===== src/rtl/cos_sweep_pkg.sv =====
// Shared types for the cosine-core sweep sequencer: FSM states and the
// captured result layout.
package cos_sweep_pkg;

    localparam int XW = 10;
    localparam int RW = 10;

    typedef enum logic [1:0] {
        IDLE,
        ISSUE,
        WAIT,
        STORE
    } state_t;

    typedef struct packed {
        logic [1:0] ip;
        logic [7:0] fp;
    } result_t;

endpackage


===== src/rtl/cos_res_fifo.sv =====
// Synchronous result FIFO: DEPTH entries (power of 2), head presented from
// storage, push accepted while full only when a pop happens on the same edge.
module cos_res_fifo #(
    parameter int W     = 10,
    parameter int DEPTH = 4
) (
    input  logic         clk,
    input  logic         rst,
    input  logic         i_push,
    input  logic [W-1:0] i_data,
    input  logic         i_pop,
    output logic         o_full,
    output logic         o_empty,
    output logic [W-1:0] o_data
);

    localparam int AW = $clog2(DEPTH);

    logic [W-1:0] r_mem [DEPTH];
    logic [AW-1:0] r_wr;
    logic [AW-1:0] r_rd;
    logic [AW:0]   r_cnt;
    logic          w_do_push;
    logic          w_do_pop;

    assign o_empty   = (r_cnt == '0);
    assign o_full    = (r_cnt == (AW+1)'(DEPTH));
    assign w_do_pop  = i_pop && !o_empty;
    assign w_do_push = i_push && (!o_full || w_do_pop);
    assign o_data    = r_mem[r_rd];

    // Storage, pointers and occupancy; reset flushes everything.
    always_ff @(posedge clk) begin
        if (rst) begin
            r_wr  <= '0;
            r_rd  <= '0;
            r_cnt <= '0;
            for (int unsigned i = 0; i < DEPTH; i++) begin
                r_mem[i] <= '0;
            end
        end else begin
            if (w_do_push) begin
                r_mem[r_wr] <= i_data;
                r_wr        <= r_wr + AW'(1);
            end
            if (w_do_pop) begin
                r_rd <= r_rd + AW'(1);
            end
            case ({w_do_push, w_do_pop})
                2'b10:   r_cnt <= r_cnt + (AW+1)'(1);
                2'b01:   r_cnt <= r_cnt - (AW+1)'(1);
                default: r_cnt <= r_cnt;
            endcase
        end
    end

endmodule


===== src/rtl/cos_sweep_ctrl.sv =====
// Sweep sequencer for the cosine core: issues x_base + k*x_step for
// k = 0..count-1, waits for done, captures {int, frac} into a result FIFO.
// Optional watchdog in WAIT enabled by defining COS_SWEEP_TIMEOUT_EN.
module cos_sweep_ctrl #(
    parameter int XW          = 10,
    parameter int YW          = 8,
    parameter int RW          = 10,
    parameter int CNTW        = 8,
    parameter int DEPTH       = 4,
    parameter int TIMEOUT_CYC = 255
) (
    input  logic            clk,
    input  logic            rst,
    input  logic            go,
    input  logic [XW-1:0]   x_base,
    input  logic [XW-1:0]   x_step,
    input  logic [CNTW-1:0] count,
    input  logic [YW-1:0]   y_cfg,
    output logic            busy,
    output logic            cos_start,
    output logic [XW-1:0]   cos_x,
    output logic [YW-1:0]   cos_y,
    input  logic            cos_done,
    input  logic [1:0]      cos_int,
    input  logic [7:0]      cos_frac,
    output logic            res_valid,
    input  logic            res_ready,
    output logic [RW-1:0]   res_data,
    output logic            err
);

    import cos_sweep_pkg::*;

    state_t          r_state;
    state_t          w_next;
    logic [XW-1:0]   r_x;
    logic [XW-1:0]   r_step;
    logic [CNTW-1:0] r_rem;
    logic [YW-1:0]   r_y;
    logic            r_armed;
    logic            w_load;
    logic            w_adv;
    logic            w_push;
    logic            w_full;
    logic            w_empty;
    logic            w_timeout;
    result_t         w_res;

    assign w_res     = {cos_int, cos_frac};
    assign busy      = (r_state != IDLE);
    assign cos_start = (r_state == ISSUE);
    assign cos_x     = r_x;
    assign cos_y     = r_y;
    assign res_valid = !w_empty;

`ifdef COS_SWEEP_TIMEOUT_EN
    localparam int TOW = $clog2(TIMEOUT_CYC + 1);

    logic [TOW-1:0] r_to_cnt;
    logic           r_err;

    // Abort on the TIMEOUT_CYC-th WAIT cycle unless an accepted done arrives then.
    assign w_timeout = (r_state == WAIT) && !(cos_done && r_armed) &&
                       (r_to_cnt == TOW'(TIMEOUT_CYC - 1));
    assign err = r_err;

    // Watchdog counter runs only in WAIT; err is sticky until reset.
    always_ff @(posedge clk) begin
        if (rst) begin
            r_to_cnt <= '0;
            r_err    <= 1'b0;
        end else begin
            r_to_cnt <= (r_state == WAIT) ? r_to_cnt + TOW'(1) : '0;
            if (w_timeout) begin
                r_err <= 1'b1;
            end
        end
    end
`else
    assign w_timeout = 1'b0;
    assign err       = 1'b0;
`endif

    // Next-state and control strobes.
    always_comb begin
        w_next = r_state;
        w_load = 1'b0;
        w_adv  = 1'b0;
        w_push = 1'b0;
        case (r_state)
            IDLE: begin
                if (go && (count != '0)) begin
                    w_load = 1'b1;
                    w_next = ISSUE;
                end
            end
            ISSUE: w_next = WAIT;
            WAIT: begin
                if (w_timeout) begin
                    w_next = IDLE;
                end else if (cos_done && r_armed) begin
                    w_next = STORE;
                end
            end
            STORE: begin
                if (!w_full) begin
                    w_push = 1'b1;
                    if (r_rem == CNTW'(1)) begin
                        w_next = IDLE;
                    end else begin
                        w_adv  = 1'b1;
                        w_next = ISSUE;
                    end
                end
            end
            default: w_next = IDLE;
        endcase
    end

    // FSM state register.
    always_ff @(posedge clk) begin
        if (rst) begin
            r_state <= IDLE;
        end else begin
            r_state <= w_next;
        end
    end

    // Sweep datapath: latched config, current angle, remaining count.
    // r_armed masks a done that is still high on the first WAIT cycle.
    always_ff @(posedge clk) begin
        if (rst) begin
            r_x     <= '0;
            r_step  <= '0;
            r_rem   <= '0;
            r_y     <= '0;
            r_armed <= 1'b0;
        end else begin
            r_armed <= (r_state == WAIT);
            if (w_load) begin
                r_x    <= x_base;
                r_step <= x_step;
                r_rem  <= count;
                r_y    <= y_cfg;
            end else if (w_adv) begin
                r_x <= r_x + r_step;
            end
            if (w_push) begin
                r_rem <= r_rem - CNTW'(1);
            end
        end
    end

    cos_res_fifo #(
        .W     (RW),
        .DEPTH (DEPTH)
    ) u_fifo (
        .clk     (clk),
        .rst     (rst),
        .i_push  (w_push),
        .i_data  (w_res),
        .i_pop   (res_ready),
        .o_full  (w_full),
        .o_empty (w_empty),
        .o_data  (res_data)
    );

endmodule


===== config.mk =====
export PLATFORM = sky130hd
export DESIGN_NAME = cos_sweep_ctrl
export DESIGN_NICKNAME = d
export VERILOG_FILES = /design/src/rtl/cos_sweep_pkg.sv /design/src/rtl/cos_res_fifo.sv /design/src/rtl/cos_sweep_ctrl.sv
export SDC_FILE = /design/constraint.sdc
export NUM_CORES = 1
export LEC_CHECK = 0
export ABC_AREA = 0
export CAP_MARGIN = 10
export CORE_MARGIN = 2
export CORE_UTILIZATION = 52
export DETAILED_ROUTE_END_ITERATION = 6
export PLACE_DENSITY = 0.89
export RECOVER_POWER = 100
export SLEW_MARGIN = 20
export SYNTH_ARGS = -nofsm -noshare
export SYNTH_HDL_FRONTEND = slang
export SYNTH_SLANG_ARGS = --single-unit

===== constraint.sdc =====
create_clock -name clk -period 3.22 [get_ports clk]
set_input_delay 0.644 -clock clk [delete_from_list [all_inputs] [get_ports clk]]
set_output_delay 0.644 -clock clk [all_outputs]
set_load 0.01 [all_outputs]

# Yosys cells after proc, flatten, opt, wreduce, memory -nomap -nowiden
# Memory sizes are Yosys's and may differ from the RTL's. A register that Yosys moved wholly into a read port is not among the register bits.
# Cells that the tools add are included.
# W data, S select, Z words.
[totals]
mem_bits_ro = 0
ramBits = 40
input_bits = 51
n_memories = 1
latch_bits = 0
regBits = 46
word_cells = 69
[op_classes]
n_mul = 0
div_mod_pow = 0
eq_ne = 10
n_shift = 0
n_reduce_logical = 16
bitwise = 0
order_cmp = 0
add_sub_neg = 6
n_mux = 27
[memory_table]
columns = ["memory", "words", "word_bits", "rd", "rd_clocked_by_memory_dff", "wr", "line", "source"]
rows = [
  ["u_fifo.r_mem", 4, 10, 1, 1, 4, "cos_res_fifo.sv:19", "logic [W-1:0] r_mem [DEPTH];"],
]
[ops]
columns = ["operator", "count"]
rows = [
  ["$mux W10", 3],
  ["$mux W8", 2],
  ["$mux W1", 14],
  ["$mux W2", 6],
  ["$add A10 B10 Y10", 1],
  ["$reduce_or A10 Y1", 1],
  ["$eq A8 B1 Y1 const B", 1],
  ["$pmux W2 S4", 1],
  ["$reduce_bool A2 Y1", 4],
  ["$reduce_bool A8 Y1", 1],
  ["$sub A8 B1 Y8 const B", 1],
  ["$eq A2 B2 Y1 const B", 3],
  ["$ne A2 B2 Y1 const B", 3],
  ["$pmux W3 S2", 1],
  ["$add A2 B1 Y2 const B", 2],
  ["$eq A2 B1 Y1 const B", 2],
  ["$logic_and A1 B1 Y1", 4],
  ["$add A3 B1 Y3 const B", 1],
  ["$eq A3 B3 Y1 const B", 1],
  ["$logic_not A3 Y1", 1],
  ["$reduce_and A3 Y1", 1],
  ["$sub A3 B1 Y3 const B", 1],
  ["$logic_not A1 Y1", 2],
  ["$logic_not A2 Y1", 1],
  ["$logic_or A1 B1 Y1", 1],
]

# Logic depth before layout (Yosys ltp)
# Gate-level depths: netlist of run 1.
[depth]
depth_word = 10
ltp_mapped = 10
mapped_depth_nobuf = 9

# Modules after synthesis
# From an unflattened synthesis of run 1, not the netlist that was laid out.
[hier_totals]
cells_unflattened = 417
hier_area_um2 = 4420.5
[modules_own_cells]
columns = ["mod", "cells_per_inst", "n_inst", "area_per_inst_um2", "seq_area_each_um2"]
rows = [
  ["cos_sweep_ctrl", 268, 1, 2235.9, 780.7],
  ["cos_res_fifo", 149, 1, 2184.6, 1381.3],
]

# Worst setup path before layout of run 1
# Ideal clock, no wire load.
[synth_timing]
path_kind = "flip-flop to flip-flop"
start = "reg r_x[0], in the netlist cos_x[0]"
end = "reg r_x[8], in the netlist cos_x[8]"
path_slack_ns = 0.882
period_less_slack_ns = 2.338
setup_ns = 0.134
path_buffers = 0
path_stages_with_launch = 9
arrival_time_ns = 2.204
cell_sequence = "dfxtp_1 > ha_1 > fa_1 > a21o_1 > a211o_1 > a2111o_1 > a31o_1 > a31oi_1 > a211oi_1"
[synth_between]
elab_chain_cells = 3
[synth_lines]
columns = ["item", "line", "source"]
rows = [
  ["start: declaration", "cos_sweep_ctrl.sv:36", "logic [XW-1:0] r_x;"],
  ["start signal: assignment", "cos_sweep_ctrl.sv:141", "r_x <= x_base;"],
  ["start signal: assignment", "cos_sweep_ctrl.sv:146", "r_x <= r_x + r_step;"],
  ["$add A10 B10 Y10", "cos_sweep_ctrl.sv:146", ""],
  ["$mux W10", "cos_sweep_ctrl.sv:145", "end else if (w_adv) begin"],
  ["$mux W10", "cos_sweep_ctrl.sv:140", "if (w_load) begin"],
]
# No other way between the ends. The select of a mux whose other input is x is not followed.
# A chain may end at the register's enable or synchronous reset.

==> reports/metrics.cfg, run 1 <==
[status]
status=finished clean

[synthesis]
synth-edff-count=40
syn-mean-instance-area_sq_um=10.2
top_reg_cell_synth=dfxtp_1
post_synth_instance_area_sq_um=4210
synthesis.nets=481
netlist.top_cell.by_area=edfxtp_1
synth_cells=412
yosys_warnings=0
post_synth_num_cell_types=53
yosys.area.top_type_share_pct=28.5
dominant_cells_by_area_after_synthesis=edfxtp_1 (29%), dfxtp_1 (23%), nand2_1 (5.7%), mux4_2 (5.4%), ha_1 (4.8%)
share_of_async_settable_or_async_resettable_flops_after_synthesis_pct=0
fraction_of_the_yosys_area_taken_by_sequential_cells_pct=51.4
synth_seq_cells=88

[setup_path]
r2r_slack_ns=0.58
path_cells=clkbuf_2, mux4_2, dlygate4sd3_1
endpoint_kind_of_the_worst_setup_timing_path=output port
crit_path_top_delay_cell=dlygate4sd3_1
ff2ff_path_depth=6
crit_type=reg -> out
worstReg2RegStart=r_state[1]
critical_path.max_fanout=10
worst_ep_arrival_time_ns=2.22
critical-path-max-stage-delay_ns=0.62
critical_path_required_ns=2.58
cp-start-kind=register
reg2reg_to=u_fifo.r_mem[2][1]

[drt]
drt.antenna.violating_nets=0
route.final.wire_length_um=9490
post_drt_wl_per_cell_um=15.9
met2RoutedLength_um=4760
dr_total_vias=3350
wirelength_met1_um=3850
first_pass_iteration_count_of_the_detailed_router=4
met3_length_um=626
drt_first_iter_violations=157
remaining_drc_errors=0
viasPerCell=5.60
route.top_layer_used=met4

[cts]
post_cts_hold_buffer_count=0
clock_tree_from_tritoncts=yes
cts.reportedPaths.clkPinSlew_ns=0.09
ctsRootBufferMaster=clkbuf_8
cts.repair.resized=0
htree_levels=3
tritoncts_num_sinks=88
cts_setup_buffers=0
cts_max_path_buffers=2
clk_latency_worst_skew_pair_ns=0.36
cts_inserted_buffers=9

[flow_run]
max_cap_viol_count=0

[power_and_ir_drop]
clock_power_share_pct=25.0
ir_drop_v=0.000396
combinationalPowerShare_pct=34.6
p_int_w=0.00245
power.share.switching_pct=32.9
power.static_leakage_nw=2.10
total_switching_power_w=0.00120
seq_power_share_pct=40.5
power_density_nw_per_um2=689

[grt]
via_count_of_the_first_global_routing_pass=3363
grt_pass1_wl_um=15400
largest_net_degree_at_the_start_of_global_routing=35
antenna_found_initial=0
global_route.overflow_total=0
gr-usage-all-layers_pct=22.6

[placement]
io_buffer_count=81
place.detailed.hpwl_um=6890
place_area_sq_um=5090
routabilityCongestion=0.826
placedCellCount=582

[sta]
final_max_slew_viol_count=0
timing.max_slew.rel_slack_pct=6.40
clock.fmax_mhz=350
grt_setup_unrepaired=false
hold_violations=0
setup_viol=0
tightest_slew_ns=1.40
timing.final.crit_period_ns=2.86
final.period_utilization_pct=88.8
setup-tns-final_ns=0
clock-skew-final_ns=0.00917

[worst_hold_path]
whs_endpoint=cos_y[5]
min_path_type=reg -> reg
hold_path_depth=2
timing.hold.worst.start=cos_y[5]

[finish]
design.final.nets=560
synthToLayoutAreaGrowth_pct=26.0
post_layout_nonfiller_instances=598
final_design_area_no_fill_sq_um=5300
n_antenna_cell=0
postLayoutCoreUtil_pct=68.3
drive_gt1_share_pct=6.85
nFillCells=594

[floorplan]
dieArea_sq_um=8830
die_x_um=94.0
core_region_area_sq_um=7770
die_y_um=94.0
initial_core_utilization_pct=54.2
io-pin-count=83
placement_rows=32

critical path: cells and delay by family, from the launching register on:
family | cells | cell delay, ns
buffers and inverters | 2 | 0.97
multiplexers | 1 | 0.56
flip-flops | 1 | 0.32
power by group through the flow:
stage               sequential [W]  combinational, W  clock (W)
floorplan                  0.00149          0.000841          0
global placement           0.00149           0.00126          0
detailed placement         0.00150           0.00131          0
CTS                        0.00148           0.00133   0.000917
global route               0.00150           0.00139   0.000954
finish                     0.00148           0.00126   0.000912
synthesized netlist by cell type (4+ instances only):
| cell type | number |
|---|---|
| nand2_1 | 64 |
| o21ai_0 | 5 |
| buf_2 | 6 |
| xor2_1 | 5 |
| or3_1 | 5 |
| o21ai_1 | 4 |
| xnor2_1 | 6 |
| dfxtp_1 | 48 |
| mux2i_1 | 7 |
| nor4_1 | 5 |
| nor3_1 | 5 |
| edfxtp_1 | 40 |
| ha_1 | 16 |
| mux4_2 | 10 |
| a211oi_1 | 12 |
| a21oi_1 | 32 |
| nor2_1 | 46 |
| inv_1 | 18 |
| and2_1 | 13 |
| a21o_1 | 5 |
| nand3_1 | 4 |
| clkbuf_1 | 11 |
routing by layer:
metal | global-route usage [%] | vias up
li1 | - | 1614
met1 | 25.9 | 1588
met2 | 39.9 | 132
met3 | 4.41 | 16
met4 | 11.6 | 0
met5 | 0 | -
sequential cells by signal (all words and copies together), names as in the netlist, 2 cells and up, named ones only:
register      flops
u_fifo.r_cnt      3
r_state           2
r_step           10
u_fifo.r_mem     40
r_rem             8
cos_y             8
u_fifo.r_wr       2
u_fifo.r_rd       2
cos_x            10
worst max path at each step:
stage	from	to	slack [ns]	depth (start not counted)
6_report	register	res_data[4]	0.36	3
5_1_grt	register	res_data[4]	0.28	3
4_1_cts	register	res_data[0]	0.60	3
3_5_place_dp	count[5]	cos_x[0]	0.35	6
3_3_place_gp	count[5]	cos_x[4]	0.49	6
2_1_floorplan	cos_x[0]	cos_x[8]	0.88	8
placed cells by master (no fill, tap or decap), drive strengths merged, types with 2 or more instances in the layout:
cell type,count
nand4,3
nor2b,4
a31oi,2
a21oi,32
o211ai,2
clkbuf,15
nor3,5
dlygate4sd3,30
a211oi,12
or3,5
clkdlybuf4s50,50
nor2,48
xnor2,6
o21bai,2
or2,2
inv,20
edfxtp,40
a31o,2
xor2,5
nor4,6
and2,13
o21ai,9
nand3,4
a22oi,2
buf,4
bufinv,3
clkinv,2
mux4,10
fa,2
nand2,64
dfxtp,48
ha,16
a2111oi,2
nand2b,2
mux2i,7
a21o,5
cell families after synthesis:
family                     after synthesis  share of synthesized area [%]
buffers and inverters                   40                           4.31
adders and majority gates               18                           5.71
other                                    1                         0.0891
DFF                                     88                           51.4
muxes                                   17                           7.02
and+or+nand+nor                        159                           17.3
AOI/OAI and AO/OA                       78                           11.9
xor gates and xnor gates                11                           2.29
cell type report:
cell class | instances | area [sq um] | share of cell area [%]
Sequential cell | 88 | 2160 | 40.8
Multi-Input combinational cell | 284 | 1860 | 35.0
Timing Repair Buffer | 89 | 851 | 16.0
Clock buffer | 10 | 128 | 2.41
Tap cell | 102 | 128 | 2.41
Clock inverter | 6 | 108 | 2.03
Inverter | 19 | 71.3 | 1.34
per-stage QoR:
stage | setup slack, ns | hold WS [ns] | total power, W
4_1_cts | 0.597 | 0.465 | 0.00372
5_1_grt | 0.280 | 0.479 | 0.00385
2_1_floorplan | 0.882 | 0.433 | 0.00234
3_3_place_gp | 0.491 | 0.450 | 0.00276
3_5_place_dp | 0.351 | 0.450 | 0.00282
6_report | 0.360 | 0.462 | 0.00365
(Power assumes the default switching activity.)
==> run 2: changes to the inputs <==
--- a/config.mk
+++ b/config.mk
@@ -6,11 +6,12 @@
 export NUM_CORES = 1
 export LEC_CHECK = 0
 export ABC_AREA = 0
-export CAP_MARGIN = 10
+export CAP_MARGIN = 20
 export CORE_MARGIN = 2
-export CORE_UTILIZATION = 52
+export CORE_UTILIZATION = 54
+export CTS_BUF_LIST = sky130_fd_sc_hd__clkbuf_4
 export DETAILED_ROUTE_END_ITERATION = 6
-export PLACE_DENSITY = 0.89
+export PLACE_DENSITY = 0.92
 export RECOVER_POWER = 100
 export SLEW_MARGIN = 20
 export SYNTH_ARGS = -nofsm -noshare
==> reports/metrics.cfg, run 2 (synthesis gave the netlist of run 1 again) <==
[status]
status=finished clean  ; unchanged

[finish]
nFillCells=558  ; was 594
n_antenna_cell=0  ; unchanged
largest_register=u_fifo.r_mem  ; unchanged
post_layout_nonfiller_instances=599  ; was 598
final_cell_mix=nand2_1 (64), clkdlybuf4s50_1 (57), dfxtp_1 (48), nor2_1 (46), edfxtp_1 (40)  ; was nand2_1 (64), clkdlybuf4s50_1 (50), nor2_1 (48), dfxtp_1 (48), edfxtp_1 (40)
postLayoutCoreUtil_pct=68.1  ; was 68.3%
design.final.nets=561  ; was 560
drive_gt1_share_pct=7.65  ; was 6.85%
mostFrequentLayoutCell=nand2_1  ; unchanged
synthToLayoutAreaGrowth_pct=23.8  ; was 26.0%
largest_register_ff_count=40  ; unchanged

[setup_path]
critical_path_required_ns=2.58  ; about the same
critical_path.max_fanout=10  ; unchanged
endpoint_kind_of_the_worst_setup_timing_path=output port  ; unchanged
crit_type=reg -> out  ; unchanged
worst_ep_arrival_time_ns=2.24  ; was 2.22 ns
cp-start-kind=register  ; unchanged

[cts]
htree_levels=3  ; unchanged
clock_tree_from_tritoncts=yes  ; unchanged
cts_inserted_buffers=9  ; unchanged
cts.reportedPaths.clkPinSlew_ns=0.17  ; was 0.09 ns
cts.repair.resized=0  ; unchanged
tritoncts_num_sinks=88  ; unchanged
post_cts_hold_buffer_count=0  ; unchanged
clk_latency_worst_skew_pair_ns=0.47  ; was 0.36 ns
cts_max_path_buffers=2  ; unchanged
ctsRootBufferMaster=clkbuf_4  ; was clkbuf_8
cts_setup_buffers=0  ; unchanged

[grt]
via_count_of_the_first_global_routing_pass=3333  ; was 3363
largest_net_degree_at_the_start_of_global_routing=53  ; was 35
gr-usage-all-layers_pct=23.1  ; was 22.6%
grt_pass1_wl_um=15500  ; was 15400 um
global_route.overflow_total=0  ; unchanged
antenna_found_initial=0  ; unchanged

[sta]
tightest_slew_ns=0.907  ; was 1.40 ns
clock-skew-final_ns=0.0169  ; was 0.00917 ns
timing.final.crit_period_ns=2.88  ; was 2.86 ns
timing.max_slew.rel_slack_pct=39.4  ; was 6.40%
setup_viol=0  ; unchanged
setup-tns-final_ns=0  ; unchanged
grt_setup_unrepaired=false  ; unchanged
timing.hold.ws_ns=0.470  ; was 0.462 ns
clock.fmax_mhz=347  ; was 350 MHz
hold_violations=0  ; unchanged
final.period_utilization_pct=89.5  ; was 88.8%
final_max_slew_viol_count=0  ; unchanged

[floorplan]
core_region_area_sq_um=7650  ; was 7770 sq um
die_y_um=92.3  ; was 94.0 um
dieArea_sq_um=8510  ; was 8830 sq um
io-pin-count=83  ; unchanged
die_x_um=92.3  ; was 94.0 um
initial_core_utilization_pct=55.0  ; was 54.2%
placement_rows=32  ; unchanged

[drt]
drt.antenna.violating_nets=0  ; unchanged
first_pass_iteration_count_of_the_detailed_router=4  ; unchanged
viasPerCell=5.51  ; was 5.60
post_drt_wl_per_cell_um=15.5  ; was 15.9 um
remaining_drc_errors=0  ; unchanged
dr_total_vias=3298  ; was 3350
drt_first_iter_violations=202  ; was 157
route.final.wire_length_um=9310  ; was 9490 um

[power_and_ir_drop]
power_density_nw_per_um2=648  ; was 689 nW/um^2
power.static_leakage_nw=2.05  ; was 2.10 nW
ir_drop_v=0.000332  ; was 0.000396 V
p_total_w=0.00338  ; was 0.00365 W

[placement]
placedCellCount=583  ; was 582
io_buffer_count=81  ; unchanged
place.detailed.hpwl_um=6750  ; was 6890 um
routabilityCongestion=0.846  ; was 0.826

[worst_hold_path]
min_path_type=reg -> reg  ; unchanged

[flow_run]
max_cap_viol_count=0  ; unchanged

run 2: changes by cell type in the layout (fill, tap and decap cells not counted), moves of 3 or more:
cell             before  now
clkbuf_8              9    0
clkdlybuf4s50_1      50   57
and2_0                7    3
o21ai_0               6    9
dlygate4sd3_1        30   23
and2_1                6   10
o21ai_1               3    0
bufinv_16             3    0
clkbuf_4              0    9
run 2: final timing paths:
path | end | cells after the start | startpoint | slack, ns
worst max-delay path | res_data[9] | 3 | register | 0.34
worst min-delay path | cos_y[7] | 2 | cos_y[7] | 0.47
worst max register to register | u_fifo.r_cnt[2] | 9 | r_state[1] | 0.44
worst min register to register | cos_y[7] | 2 | cos_y[7] | 0.47
run 2: cell type report:
| class | count | area, sq um | area share [%] |
|---|---|---|---|
| Clock buffer | 9 | 67.6 | 1.30 |
| Clock inverter | 7 | 72.6 | 1.39 |
| Inverter | 19 | 71.3 | 1.37 |
| Multi-Input combinational cell | 284 | 1850 | 35.6 |
| Sequential cell | 88 | 2160 | 41.5 |
| Tap cell | 102 | 128 | 2.45 |
| Timing Repair Buffer | 90 | 856 | 16.4 |
run 2: report_power, final:
part	internal [W]	switching, W	leakage, nW	total (W)
clock network	0.000182	0.000436	0.0737	0.000619
logic	0.000598	0.000682	1.17	0.00128
registers	0.00134	0.000134	0.807	0.00148
run 2: through the flow:
| stage | area [sq um] | setup WS, ns |
|---|---|---|
| 2_1_floorplan | 4210 | 0.882 |
| 3_3_place_gp | 5100 | 0.696 |
| 3_5_place_dp | 5100 | 0.606 |
| 4_1_cts | 5240 | 0.466 |
| 5_1_grt | 5210 | 0.249 |
| 6_report | 5210 | 0.337 |
run 2: routing by layer:
metal,wire length [um],global-route usage (%),vias to the layer above
li1,-,-,1615
met1,3900,27.8,1579
met2,4800,41.4,92
met3,494,4.77,12
met4,122,7.21,0
met5,0,0,-
run 2: critical path, stage by stage (launching register included):
cell and delay [ns]:
dfxtp_1 0.35, clkbuf_2 0.34, mux4_2 0.57, clkdlybuf4s50_1 0.50
